$ cat config.mk
export PLATFORM = sky130hd
export DESIGN_NAME = crtc_gen2_flat
export DESIGN_NICKNAME = d
export VERILOG_FILES = /design/src/rtl/crtc_gen2_if.sv /design/src/rtl/crtc_gen2.sv /design/src/flat_wrapper.sv
export SDC_FILE = /design/constraint.sdc
export NUM_CORES = 1
export LEC_CHECK = 0
export BUFFER_PORTS_ARGS = -buffer_cell sky130_fd_sc_hd__clkbuf_2
export CAP_MARGIN = 20
export CELL_PAD_IN_SITES_DETAIL_PLACEMENT = 1
export CELL_PAD_IN_SITES_GLOBAL_PLACEMENT = 1
export CORE_MARGIN = 8
export CORE_UTILIZATION = 50
export CTS_CLUSTER_SIZE = 8
export DETAILED_ROUTE_END_ITERATION = 10
export GPL_ROUTABILITY_DRIVEN = 0
export PLACE_DENSITY = 0.79
export SETUP_SLACK_MARGIN = 0.1
export SYNTH_ARGS = -nofsm -noshare
export SYNTH_HDL_FRONTEND = slang
export SYNTH_SLANG_ARGS = --single-unit
export TNS_END_PERCENT = 1
$ cat constraint.sdc
create_clock -name clk -period 5.9 [get_ports clk]
set_input_delay 0.59 -clock clk [delete_from_list [all_inputs] [get_ports clk]]
set_output_delay 0.59 -clock clk [all_outputs]
set_load 0.05 [all_outputs]
$ cat src/rtl/crtc_gen2_if.sv
// CPU register-file bus for the video timing generator.
interface crtc_gen2_if;
    logic [1:0]  wr;
    logic [3:0]  address;
    logic [15:0] din;
    logic [15:0] dout;

    modport master (output wr, output address, output din, input dout);
    modport slave  (input wr, input address, input din, output dout);
endinterface

$ cat src/rtl/crtc_gen2.sv
// Programmable video timing generator with a fractional pixel clock-enable,
// frame-boundary shadowing of the timing registers, sync polarity control,
// interlace and a line-compare interrupt.
module crtc_gen2 #(
    parameter int CW = 12,
    parameter int FW = 10
) (
    input  logic          clk,
    input  logic          reset_n,
    crtc_gen2_if.slave    bus,
    output logic          ce_pixel,
    output logic          hsync,
    output logic          hblank,
    output logic [CW-1:0] hcnt,
    output logic          vsync,
    output logic          vblank,
    output logic [CW-1:0] vcnt,
    output logic          field,
    output logic          irq
);
    localparam int H_START     = 2;
    localparam int H_END       = 3;
    localparam int HACT_END    = 4;
    localparam int HSYNC_START = 5;
    localparam int HSYNC_END   = 6;
    localparam int V_START     = 7;
    localparam int V_END       = 8;
    localparam int VACT_END    = 9;
    localparam int VSYNC_START = 10;
    localparam int VSYNC_END   = 11;

    logic [FW-1:0] num_p, den_p, num_a, den_a;
    logic [CW-1:0] tim_p [2:11];
    logic [CW-1:0] tim_a [2:11];
    logic [4:0]    ctrl;
    logic [CW-1:0] irq_line;
    logic          irq_pending;
    logic [FW:0]   acc;
    logic [FW+1:0] acc_sum;
    logic [15:0]   wmerge;
    logic          unused_bits;

    logic          enable, advance, h_wrap, v_wrap, frame_end, line_tick;
    logic          irq_set, irq_clr;
    logic [CW:0]   v_last;
    logic [CW-1:0] v_next;

    assign enable      = ctrl[0];
    assign unused_bits = ^wmerge;

    // Register read-back: timing regs report the CPU-written (pending) value.
    always_comb begin
        bus.dout = '0;
        case (bus.address)
            4'd0:    bus.dout = 16'(num_p);
            4'd1:    bus.dout = 16'(den_p);
            4'd12:   bus.dout = 16'(hcnt);
            4'd13:   bus.dout = 16'(vcnt);
            4'd14:   bus.dout = {field, irq_pending, 9'd0, ctrl};
            4'd15:   bus.dout = 16'(irq_line);
            default: bus.dout = 16'(tim_p[bus.address]);
        endcase
    end

    // Byte-lane merge of write data with the current register contents.
    always_comb begin
        wmerge = {bus.wr[1] ? bus.din[15:8] : bus.dout[15:8],
                  bus.wr[0] ? bus.din[7:0]  : bus.dout[7:0]};
    end

    // CPU-side register file (pending bank, CTRL, irq_line).
    always_ff @(posedge clk or negedge reset_n) begin
        if (!reset_n) begin
            num_p    <= '0;
            den_p    <= '0;
            ctrl     <= '0;
            irq_line <= '0;
            for (int i = 2; i <= 11; i++) tim_p[i] <= '0;
        end else if (|bus.wr) begin
            case (bus.address)
                4'd0:        num_p    <= wmerge[FW-1:0];
                4'd1:        den_p    <= wmerge[FW-1:0];
                4'd12, 4'd13: ;
                4'd14:       ctrl     <= wmerge[4:0];
                4'd15:       irq_line <= wmerge[CW-1:0];
                default:     tim_p[bus.address] <= wmerge[CW-1:0];
            endcase
        end
    end

    // Active bank follows pending while stopped, otherwise only at frame end.
    always_ff @(posedge clk or negedge reset_n) begin
        if (!reset_n) begin
            num_a <= '0;
            den_a <= '0;
            for (int i = 2; i <= 11; i++) tim_a[i] <= '0;
        end else if (!enable || frame_end) begin
            num_a <= num_p;
            den_a <= den_p;
            tim_a <= tim_p;
        end
    end

    // Sum is one bit wider than the accumulator so the compare never wraps.
    always_comb begin
        acc_sum = (FW+2)'(acc) + (FW+2)'(num_a);
    end

    // Fractional clock-enable: free-running, independent of enable.
    always_ff @(posedge clk or negedge reset_n) begin
        if (!reset_n) begin
            acc      <= '0;
            ce_pixel <= 1'b0;
        end else if (num_a == '0 || den_a == '0) begin
            ce_pixel <= 1'b0;
        end else if (acc_sum >= (FW+2)'(den_a)) begin
            acc      <= (FW+1)'(acc_sum - (FW+2)'(den_a));
            ce_pixel <= 1'b1;
        end else begin
            acc      <= (FW+1)'(acc_sum);
            ce_pixel <= 1'b0;
        end
    end

    // Wrap decisions; >= lets a shrunk h_end/v_end recover on the next tick.
    always_comb begin
        advance   = enable && ce_pixel;
        h_wrap    = hcnt >= tim_a[H_END];
        v_last    = {1'b0, tim_a[V_END]} + {{CW{1'b0}}, ctrl[3] & field};
        v_wrap    = {1'b0, vcnt} >= v_last;
        v_next    = v_wrap ? '0 : vcnt + 1'b1;
        line_tick = advance && h_wrap;
        frame_end = line_tick && v_wrap;
        irq_set   = line_tick && (v_next == irq_line);
        irq_clr   = bus.wr[1] && (bus.address == 4'd14) && bus.din[14];
    end

    // Horizontal/vertical counters and interlace field.
    always_ff @(posedge clk or negedge reset_n) begin
        if (!reset_n) begin
            hcnt  <= '0;
            vcnt  <= '0;
            field <= 1'b0;
        end else if (advance) begin
            if (h_wrap) begin
                hcnt <= '0;
                vcnt <= v_next;
                if (v_wrap) field <= ctrl[3] ? ~field : 1'b0;
            end else begin
                hcnt <= hcnt + 1'b1;
            end
        end
    end

    // Line-compare interrupt latch; a set event beats a same-cycle clear.
    always_ff @(posedge clk or negedge reset_n) begin
        if (!reset_n)     irq_pending <= 1'b0;
        else if (irq_set) irq_pending <= 1'b1;
        else if (irq_clr) irq_pending <= 1'b0;
    end

    // Blank/sync decode from counters, active bank and polarity bits.
    always_comb begin
        hblank = (hcnt > tim_a[HACT_END]) || (hcnt < tim_a[H_START]);
        hsync  = ((hcnt > tim_a[HSYNC_START]) && (hcnt <= tim_a[HSYNC_END])) ^ ctrl[1];
        vblank = (vcnt > tim_a[VACT_END]) || (vcnt < tim_a[V_START]);
        vsync  = ((vcnt > tim_a[VSYNC_START]) && (vcnt <= tim_a[VSYNC_END])) ^ ctrl[2];
        irq    = irq_pending & ctrl[4];
    end
endmodule

$ cat src/flat_wrapper.sv
// flat-port wrapper written by rule: the top's interface ports become plain ports
module crtc_gen2_flat 
#(
    parameter int CW = 12,
    parameter int FW = 10
)
  (clk, reset_n, ce_pixel, hsync, hblank, hcnt, vsync, vblank, vcnt, field, irq, bus_wr, bus_address, bus_din, bus_dout);
  crtc_gen2_if bus_i ();
  input  logic clk;
  input  logic reset_n;
  output logic ce_pixel;
  output logic hsync;
  output logic hblank;
  output logic [CW-1:0] hcnt;
  output logic vsync;
  output logic vblank;
  output logic [CW-1:0] vcnt;
  output logic field;
  output logic irq;
  input wire logic [$bits(bus_i.wr)-1:0] bus_wr;
  input wire logic [$bits(bus_i.address)-1:0] bus_address;
  input wire logic [$bits(bus_i.din)-1:0] bus_din;
  output wire logic [$bits(bus_i.dout)-1:0] bus_dout;
  assign bus_i.wr = bus_wr;
  assign bus_i.address = bus_address;
  assign bus_i.din = bus_din;
  assign bus_dout = bus_i.dout;
  crtc_gen2 #(.CW(CW), .FW(FW)) u_core (.clk(clk), .reset_n(reset_n), .bus(bus_i), .ce_pixel(ce_pixel), .hsync(hsync), .hblank(hblank), .hcnt(hcnt), .vsync(vsync), .vblank(vblank), .vcnt(vcnt), .field(field), .irq(irq));
endmodule
==> flow_metrics.tcl, run 1 <==
set metrics [dict create \
    synth_ff_type "dfrtp_1" \
    worst-path-max-fanout 11 \
    root_buffer "clkbuf_16" \
    fmax_mhz 224 \
    cts_setup_buffers 0 \
    cts.sinks 335 \
    clk_latency_ps 550 \
    cts_made_buffers 47 \
    synth.area.top_cells "dfrtp_1, ha_1, mux2_4, mux2_2, a21oi_1" \
    syn_area_per_cell_um2 10.9 \
    wl_um 60700 \
    synth_top_area_frac 0.435 \
    yosys.area.top_type "dfrtp_1" \
    yosysUniqueCellTypes 68 \
    grt_pass1_vias 15900 \
    post-dp-hpwl_um 41800 \
    grtUsageMet2 0.448 \
    max-slew-margin-rel 0.333 \
    power_per_cell_area_mw_per_mm2 546 \
    ir_drop_mv 0.292 \
    path_clk_slew_ps 50 \
    routed_via_density 6.19 \
    gr-total-overflow 0 \
    start_kind "flop" \
    syn_inst 1764 \
    antenna_found_initial 3 \
    setup_tns_ps 0 \
    synth_area_mm2 0.0192 \
    run_status "completed" \
    core_area_mm2 0.0383 \
    cp_cell_sequence "ha_1, a21o_1, a21o_1, a21o_1, a21oi_1, o21ai_0, a221o_1, a211oi_1, xor2_1, clkbuf_2" \
    synth_seq_cells 335 \
    grt_setup_unrepaired "no" \
    arrival_ps 3870 \
    initial_utilization 0.503 \
    layout_worst_path_cycle_share 0.756 \
    final-setup-viol-count 0 \
    placementRows 72 \
    crit_path_frequent_cell "a21o_1" \
    htreeDepth 2 \
    via_count 14500 \
    min_period_ps 4460 \
    firstDrtPassIters 5 \
    io_pins 71 \
    ctsResizeCount 0 \
    worstSetupPathType "flop to output port" \
    drcViolationCount 0 \
    portBuffers 65 \
    max-cap-violations 0 \
    use_met1 0.350 \
    grt_pass1_wl_um 94500 \
    grt_max_degree 133 \
    ant_nets 0 \
    synth_edf_count 0 \
    critPathMaxStageDelay_ps 810 \
    hold_buffers 0 \
    die_h_um 212 \
    cts_tree "yes" \
    cp-end-kind "output port" \
    grt_busiest_layer "met2" \
    finClkSkew_ps 18.0 \
    grt_usage 0.273 \
    fin_hold_ws_ps 150 \
    layout.nets 1988 \
    gr-usage-met3 0.0458 \
    maxSlewViolCount 0 \
    async_reset_ff_frac 1.00 \
    hold_viol_final 0 \
    area_delta_synth_final_pct 10.5 \
    clockBufferDepth 3 \
    synth_common_cells "dfrtp_1, nor2_1, a21oi_1, ha_1, inv_1" \
    worst_pin_slew_ps 981 \
    p_leak_nw 10.2 \
    worstPathRequired_ps 5310 \
    synth.most_common_cell "dfrtp_1" \
    diodes 0 \
    fp.dieArea_mm2 0.0450 \
    ys_seq_area_frac 0.435 \
    drive_gt1_frac 0.220 \
    wl_per_cell_um 25.9 \
    crit_path_top_delay_cell "dfrtp_1" \
    hold_class "input pin to async pin" \
    dr.first_iter.drc_count 1012 \
    ys_warn_count 0 \
    fp.dieW_um 212 \
]
## logic make-up after synthesis
group / after synthesis / share of synthesized area
compound gates: 346 / 0.110
xor+xnor: 45 / 0.0205
fa+ha+maj: 144 / 0.0944
buf+inv: 213 / 0.0499
flops: 335 / 0.435
mux: 267 / 0.190
other cells: 1 / 0.000195
simple gates: 413 / 0.0998
## worst max-delay path, delay by kind of cell, from the launching register on
kind                     cells  cell delay, ps
AO/OA/AOI/OAI                7            1440
flip-flops                   1             810
adder cells (fa/ha/maj)      1             360
XOR/XNOR                     1             350
buffers and inverters        1             350
## cell type report
| cell class | count | area, um2 |
|---|---|---|
| fill | 4074 | 17000 |
| multi-input combinational | 1217 | 9940 |
| sequential | 335 | 8380 |
| clock buffer | 50 | 1230 |
| tap | 518 | 648 |
| timing repair buffer | 100 | 617 |
| inverter | 119 | 447 |
## layer usage
layer / share of wire / routed length, um
met5: 0.00064 / 39
met3: 0.054 / 3300
met4: 0.051 / 3110
met2: 0.47 / 28700
met1: 0.42 / 25500
## registers in the layout, summed over array words and instances, names as in the netlist
signal / count
u_core.tim_a: 120
u_core.tim_p: 120
u_core.hcnt: 12
u_core.irq_line: 12
u_core.vcnt: 12
u_core.acc: 11
u_core.den_a: 10
u_core.den_p: 10
u_core.num_a: 10
u_core.num_p: 10
u_core.ctrl: 5
u_core.ce_pixel: 1
u_core.field: 1
u_core.irq_pending: 1
## report_power, final
group	switching [mW]	leakage (nW)	total (mW)	internal, mW
clock	0.965	0.605	2.41	1.44
combinational	2.77	5.66	5.18	2.42
sequential	0.841	3.96	4.02	3.18
## layout by cell type (no fill, tap or decap), drive strengths merged, types with 4 or more instances in the layout
| cell type | instances |
|---|---|
| a211oi | 4 |
| a21o | 32 |
| a21oi | 163 |
| a221oi | 8 |
| a22o | 7 |
| a22oi | 6 |
| and2 | 10 |
| and3 | 17 |
| buf | 37 |
| clkbuf | 113 |
| dfrtp | 335 |
| ha | 142 |
| inv | 119 |
| mux2 | 201 |
| mux2i | 38 |
| mux4 | 28 |
| nand2 | 88 |
| nand2b | 15 |
| nand3 | 31 |
| nand4 | 23 |
| nor2 | 164 |
| nor2b | 23 |
| nor3 | 23 |
| nor4 | 5 |
| o211ai | 6 |
| o21ai | 65 |
| o221ai | 9 |
| o22ai | 5 |
| o31ai | 5 |
| or2 | 7 |
| xnor2 | 23 |
| xor2 | 22 |
## final timing paths
path / endpoint / startpoint / cells past startpoint / slack (ps)
worst max-delay path: hsync / u_core.hcnt[5] / 10 / 1440
worst min-delay path: u_core.tim_a[45] / reset_n / 1 / 150
worst max register to register: u_core.den_a[9] / u_core.ctrl[3] / 14 / 1470
worst min register to register: u_core.acc[6] / u_core.acc[6] / 2 / 490
max in group asynchronous: u_core.num_a[4] / reset_n / 2 / 4480
min in group clk: u_core.irq_pending / bus_din[14] / 4 / 410
## through the flow
stage / area (um2) / std cells / power (mW) / utilization / setup slack [ps]
2_1_floorplan: 19300 / 1765 / 7.64 / - / 2180
3_3_place_gp: 20000 / 2288 / 8.70 / 0.523 / 1670
3_5_place_dp: 20000 / 2289 / 9.08 / 0.523 / 1550
4_1_cts: 21300 / 2339 / 11.6 / 0.556 / 1430
5_1_grt: 21300 / 2339 / 12.3 / 0.556 / 1240
6_report: 21300 / 2339 / 11.6 / 0.556 / 1440
No activity file was read; power rests on OpenSTA's default activity.
==> run 2, diff against run 1 <==
ABC_AREA = 1   (was default)
CORE_UTILIZATION = 43   (was 50)
PLACE_DENSITY = 0.76   (was 0.79)
clock period = 3.7 ns   (was 5.9 ns; I/O delays follow)
==> run 2 against run 1 <==
Sequential power up 42%; hold slack worse by 22 ps; cell count up 30%; flip-flop and latch count unchanged; clock skew up 8.8 ps; power up 58%; critical path depth down 1; synthesized area down 2.2%; critical path type unchanged.
==> flow_metrics.tcl, run 2 <==
set metrics [dict create \
    layout_worst_path_cycle_share 0.948 \
    gr-total-overflow 0 \
    ys_seq_area_frac 0.445 \
    placed_area_mm2 0.0199 \
    fmax_mhz 285 \
    core_area_mm2 0.0432 \
    mostFrequentLayoutCell "nand2_1" \
    grt_pass1_vias 18100 \
    power_per_cell_area_mw_per_mm2 847 \
    hold_viol_final 0 \
    area_delta_synth_final_pct 15.1 \
    synth.most_common_cell "nand2_1" \
    grt_usage 0.271 \
    top_regs "u_core.tim_a x120, u_core.tim_p x120" \
    run_status "completed" \
    drive_gt1_frac 0.0993 \
    via_count 17400 \
    async_reset_ff_frac 1.00 \
    setup_tns_ps 0 \
    start_kind "flop" \
    cts_made_buffers 48 \
    drcViolationCount 0 \
    final_area_mm2 0.0217 \
    wl_per_cell_um 23.3 \
    arrival_ps 3140 \
    reg2reg_depth 19 \
    synth.area.top_cells "dfrtp_1, nand2_1, ha_1, o21ai_0, inv_1" \
    routed_via_density 5.72 \
    final_cell_mix "nand2_1, dfrtp_1, inv_1" \
    firstDrtPassIters 5 \
    ys_warn_count 0 \
    path_clk_slew_ps 50 \
    syn_inst 2363 \
    min_period_ps 3510 \
    clk_latency_ps 590 \
    synth_area_mm2 0.0188 \
    clockBufferDepth 3 \
    total_power_mw 18.3 \
    worst-path-max-fanout 12 \
    timing.rr.start "u_core.num_a[2]" \
    diodes 0 \
    worstPathRequired_ps 3330 \
    htreeDepth 2 \
    postLayoutCoreUtil 0.502 \
    setup_slack_ps 191 \
    placementRows 76 \
    portBuffers 65 \
    r2r_end "u_core.acc[7]" \
    max-cap-violations 0 \
    r2r_slack_ps 280 \
    initial_utilization 0.436 \
    ant_nets 0 \
    p_leak_nw 10.9 \
    min_path_cells 4 \
    syn_area_per_cell_um2 7.96 \
    place_ws_ps 101 \
    wl_um 70800 \
    post-dp-hpwl_um 49400 \
    yosys.area.top_type "dfrtp_1" \
    maxSlewViolCount 0 \
    grt_setup_unrepaired "yes" \
    worst_pin_slew_ps 1090 \
    cts.sinks 335 \
    finClkSkew_ps 26.8 \
    worstSetupPathType "flop to output port" \
    die_h_um 225 \
    io_pins 71 \
    yosysUniqueCellTypes 45 \
    grt_max_degree 91 \
    grt_pass1_wl_um 106000 \
    cp-end-kind "output port" \
    ir_drop_mv 0.870 \
    dr.first_iter.drc_count 1443 \
    synth_ff_type "dfrtp_1" \
    synth_seq_cells 335 \
    cts_tree "yes" \
    synth_edf_count 0 \
    synth_common_cells "nand2_1, dfrtp_1, inv_1, o21ai_0, ha_1" \
    synth_top_area_frac 0.445 \
    min_to "u_core.irq_pending" \
    fp.dieW_um 225 \
    final-setup-viol-count 0 \
    fp.dieArea_mm2 0.0507 \
    max-slew-margin-rel 0.276 \
    antenna_found_initial 0 \
    root_buffer "clkbuf_16" \
    min-delay-start "bus_din[14]" \
    hold_class "input pin to flop" \
    layout.nets 2621 \
]
-- run 2: cell types whose count changed in the layout (fill, tap and decap cells not counted), moves of 29 or more --
| cell | before | now |
|---|---|---|
| inv_1 | 119 | 276 |
| a21oi_1 | 163 | 83 |
| mux2i_1 | 37 | 0 |
| nand2_1 | 88 | 722 |
| o21ai_1 | 1 | 30 |
| nor2_1 | 164 | 112 |
| o21ai_0 | 63 | 208 |
| mux2_2 | 101 | 1 |
| nand3_1 | 28 | 78 |
| mux2_4 | 100 | 0 |
-- run 2: worst max-delay path: stages (launching register included) --
cell and delay [ps]:
dfrtp_1 690, ha_1 480, nand2_1 80, nor3_1 300, nand2_1 110, o211ai_1 120
nand2_1 130, o221ai_1 140, xor2_1 190, clkbuf_2 300
-- run 2: metrics by stage --
stage               hold slack (ps)  instances
finish                          128       3043
global route                    166       3043
CTS                             109       3024
detailed placement              469       2968
global placement                463       2968
floorplan                      74.4       2364
-- run 2: worst max-delay path by stage --
stage | endpoint | start
final | vsync | u_core.vcnt[5]
after global routing | u_core.tim_a[47] | u_core.ctrl[3]
after CTS | u_core.tim_a[78] | u_core.field
after detailed placement | u_core.tim_a[61] | u_core.field
after global placement | u_core.acc[7] | u_core.num_a[0]
after floorplan | u_core.tim_a[115] | u_core.field
-- run 2: final cells by class --
cell class	count	area (um2)
fill	5279	21500
multi-input combinational	1646	9020
sequential	335	8390
clock buffer	52	1230
timing repair buffer	136	1160
inverter	286	1080
tap	585	732
clock inverter	3	55.1
-- run 2: report_power, final --
group | switching [mW] | internal (mW) | leakage, nW | total, mW
logic | 5.53 | 3.11 | 6.06 | 8.64
clock network | 1.63 | 2.37 | 0.628 | 4.01
registers | 0.856 | 4.83 | 4.22 | 5.69
total | 8.02 | 10.3 | 10.9 | 18.3
-- run 2: repair_timing --
item | CTS | global route
hold buffers | 1 | 0
setup buffers | 0 | 5
endpoints found under the setup margin | 0 | 140
hold endpoints to repair | 85 | 0
gates resized for setup | 0 | 43
-- run 2: cells by family (layout without fill, tap and decap cells) --
group / after synthesis / after routing / synth area share
buffers and inverters: 387 / 477 / 0.0846
other: 1 / 2 / 0.000199
AND/OR/NAND/NOR: 996 / 1000 / 0.213
flip-flops: 335 / 335 / 0.445
AO/OA/AOI/OAI: 461 / 461 / 0.141
adder cells (fa/ha/maj): 144 / 144 / 0.0965
XOR/XNOR: 38 / 38 / 0.0181
multiplexers: 1 / 1 / 0.000598
-- run 2: metal layers --
metal  up-vias  track usage  share of wire  wire length, um
met4         0        0.117          0.044             3080
met1      8755        0.347           0.42            29400
met3       171       0.0427          0.064             4560
met2       572        0.451           0.48            33800
met5         -            0              0                0
li1       7902            -              -                -
==> run 3, diff against run 2 <==
CORE_MARGIN = 2   (was 8)
REMOVE_ABC_BUFFERS = 1   (was default)
==> run 3 against run 2 <==
Highest routed layer unchanged; cell count increased by 0.53%; via count up 0.61%; clock power is essentially flat; hold slack gained 160 ps; register-to-register slack is essentially flat; largest power group unchanged; sequential power increased by 0.7%.
==> flow_metrics.tcl, run 3 (synthesis results as in run 2) <==
set metrics [dict create \
    arrival_ps 3250 \
    core_area_mm2 0.0432 \
    grt_usage 0.307 \
    final_cell_mix "nand2_1, dfrtp_1, inv_1" \
    top_regs "u_core.tim_a x120, u_core.tim_p x120" \
    final_area_mm2 0.0217 \
    worst_pin_slew_ps 980 \
    p_leak_nw 10.9 \
    instances_no_fill 3059 \
    max-slew-margin-rel 0.344 \
    cts_tree "yes" \
    area_delta_synth_final_pct 15.1 \
    gr-total-overflow 0 \
    grt_pass1_wl_um 104000 \
    grt_max_degree 88 \
    portBuffers 65 \
    placementRows 76 \
    wl_um 70900 \
    finClkSkew_ps 27.5 \
    routed_via_density 5.72 \
    min_path_cells 4 \
    final-setup-viol-count 0 \
    layout.nets 2638 \
    clockBufferDepth 3 \
    fin_hold_ws_ps 288 \
    reg2reg_depth 24 \
    timing.rr.start "u_core.field" \
    placed_area_mm2 0.0199 \
    cts_made_buffers 48 \
    diodes 0 \
    total_power_mw 18.1 \
    ir_drop_mv 0.526 \
    start_kind "flop" \
    fp.dieArea_mm2 0.0455 \
    cp-end-kind "output port" \
    ant_nets 0 \
    fp.dieW_um 213 \
    min-delay-start "bus_din[14]" \
    hold_viol_final 0 \
    power_per_cell_area_mw_per_mm2 836 \
    place_inst 2978 \
    min_to "u_core.irq_pending" \
    via_count 17500 \
    firstDrtPassIters 7 \
    io_pins 71 \
    grt_setup_unrepaired "yes" \
    worstPathRequired_ps 3330 \
    worst-path-max-fanout 9 \
    drive_gt1_frac 0.106 \
    max-cap-violations 0 \
    grt_pass1_vias 18100 \
    maxSlewViolCount 0 \
    place_ws_ps 118 \
    worstSetupPathType "flop to output port" \
    run_status "completed" \
    setup_tns_ps 0 \
    antenna_found_initial 0 \
    layout_worst_path_cycle_share 0.977 \
    die_h_um 213 \
    fmax_mhz 277 \
    r2r_end "u_core.tim_a[48]" \
    root_buffer "clkbuf_16" \
    min_period_ps 3620 \
    mostFrequentLayoutCell "nand2_1" \
    dr.first_iter.drc_count 1462 \
    setup_slack_ps 83.9 \
    drcViolationCount 0 \
    clk_latency_ps 590 \
    r2r_slack_ps 290 \
    htreeDepth 2 \
    cts.sinks 335 \
    hold_class "input pin to flop" \
    initial_utilization 0.436 \
    path_clk_slew_ps 60 \
    postLayoutCoreUtil 0.502 \
    wl_per_cell_um 23.2 \
    post-dp-hpwl_um 49100 \
]
## run 3: where the power goes
| group | internal [mW] | total [mW] | switching (mW) |
|---|---|---|---|
| Clock | 2.41 | 4.03 | 1.62 |
| Combinational | 3.05 | 8.36 | 5.30 |
| Sequential | 4.83 | 5.73 | 0.896 |
| Total | 10.3 | 18.1 | 7.82 |
## run 3: layout make-up
type,count,area (um2)
repair buffers,154,1230
fillers,5292,21500
flip-flops and latches,335,8390
inverters,286,1080
multi-input cells,1645,8960
clock buffers,53,1250
clock inverters,1,30.0
well taps,585,732
## run 3: metal layers
| metal | vias to the layer above | global-route usage | routed length, um |
|---|---|---|---|
| li1 | 7939 | - | - |
| met1 | 8768 | 0.405 | 29800 |
| met2 | 627 | 0.494 | 32900 |
| met3 | 172 | 0.0435 | 4710 |
| met4 | 0 | 0.157 | 3530 |
| met5 | - | 0 | 0 |
## run 3: worst max-delay path by stage
| stage | start | endpoint | slack [ps] | cells past startpoint |
|---|---|---|---|---|
| after floorplan | u_core.field | u_core.num_a[0] | -1840 | 18 |
| after global placement | u_core.num_a[2] | u_core.acc[9] | 250 | 19 |
| after detailed placement | u_core.field | u_core.num_a[1] | 120 | 20 |
| after CTS | u_core.vcnt[11] | vsync | 40 | 9 |
| after global routing | u_core.hcnt[6] | hsync | 7 | 9 |
| final | u_core.hcnt[6] | hsync | 80 | 9 |
## run 3: timing repair
item                                    4_1_cts  5_1_grt
buffers inserted                              0       17
cloned                                        0        6
pin swaps                                     0        5
hold endpoints to repair                     81        0
resized for setup                             1       31
hold buffers                                  1        0
endpoints found under the setup margin        8      155
## run 3: critical path, stage by stage, from the launching register on
cell and delay (ps):
dfrtp_1 700, ha_1 460, nand2_1 70, o21ai_0 170, nand2_1 70, o211ai_1 100, o22ai_1 150, a21oi_2 330
xor2_1 270, clkbuf_2 320
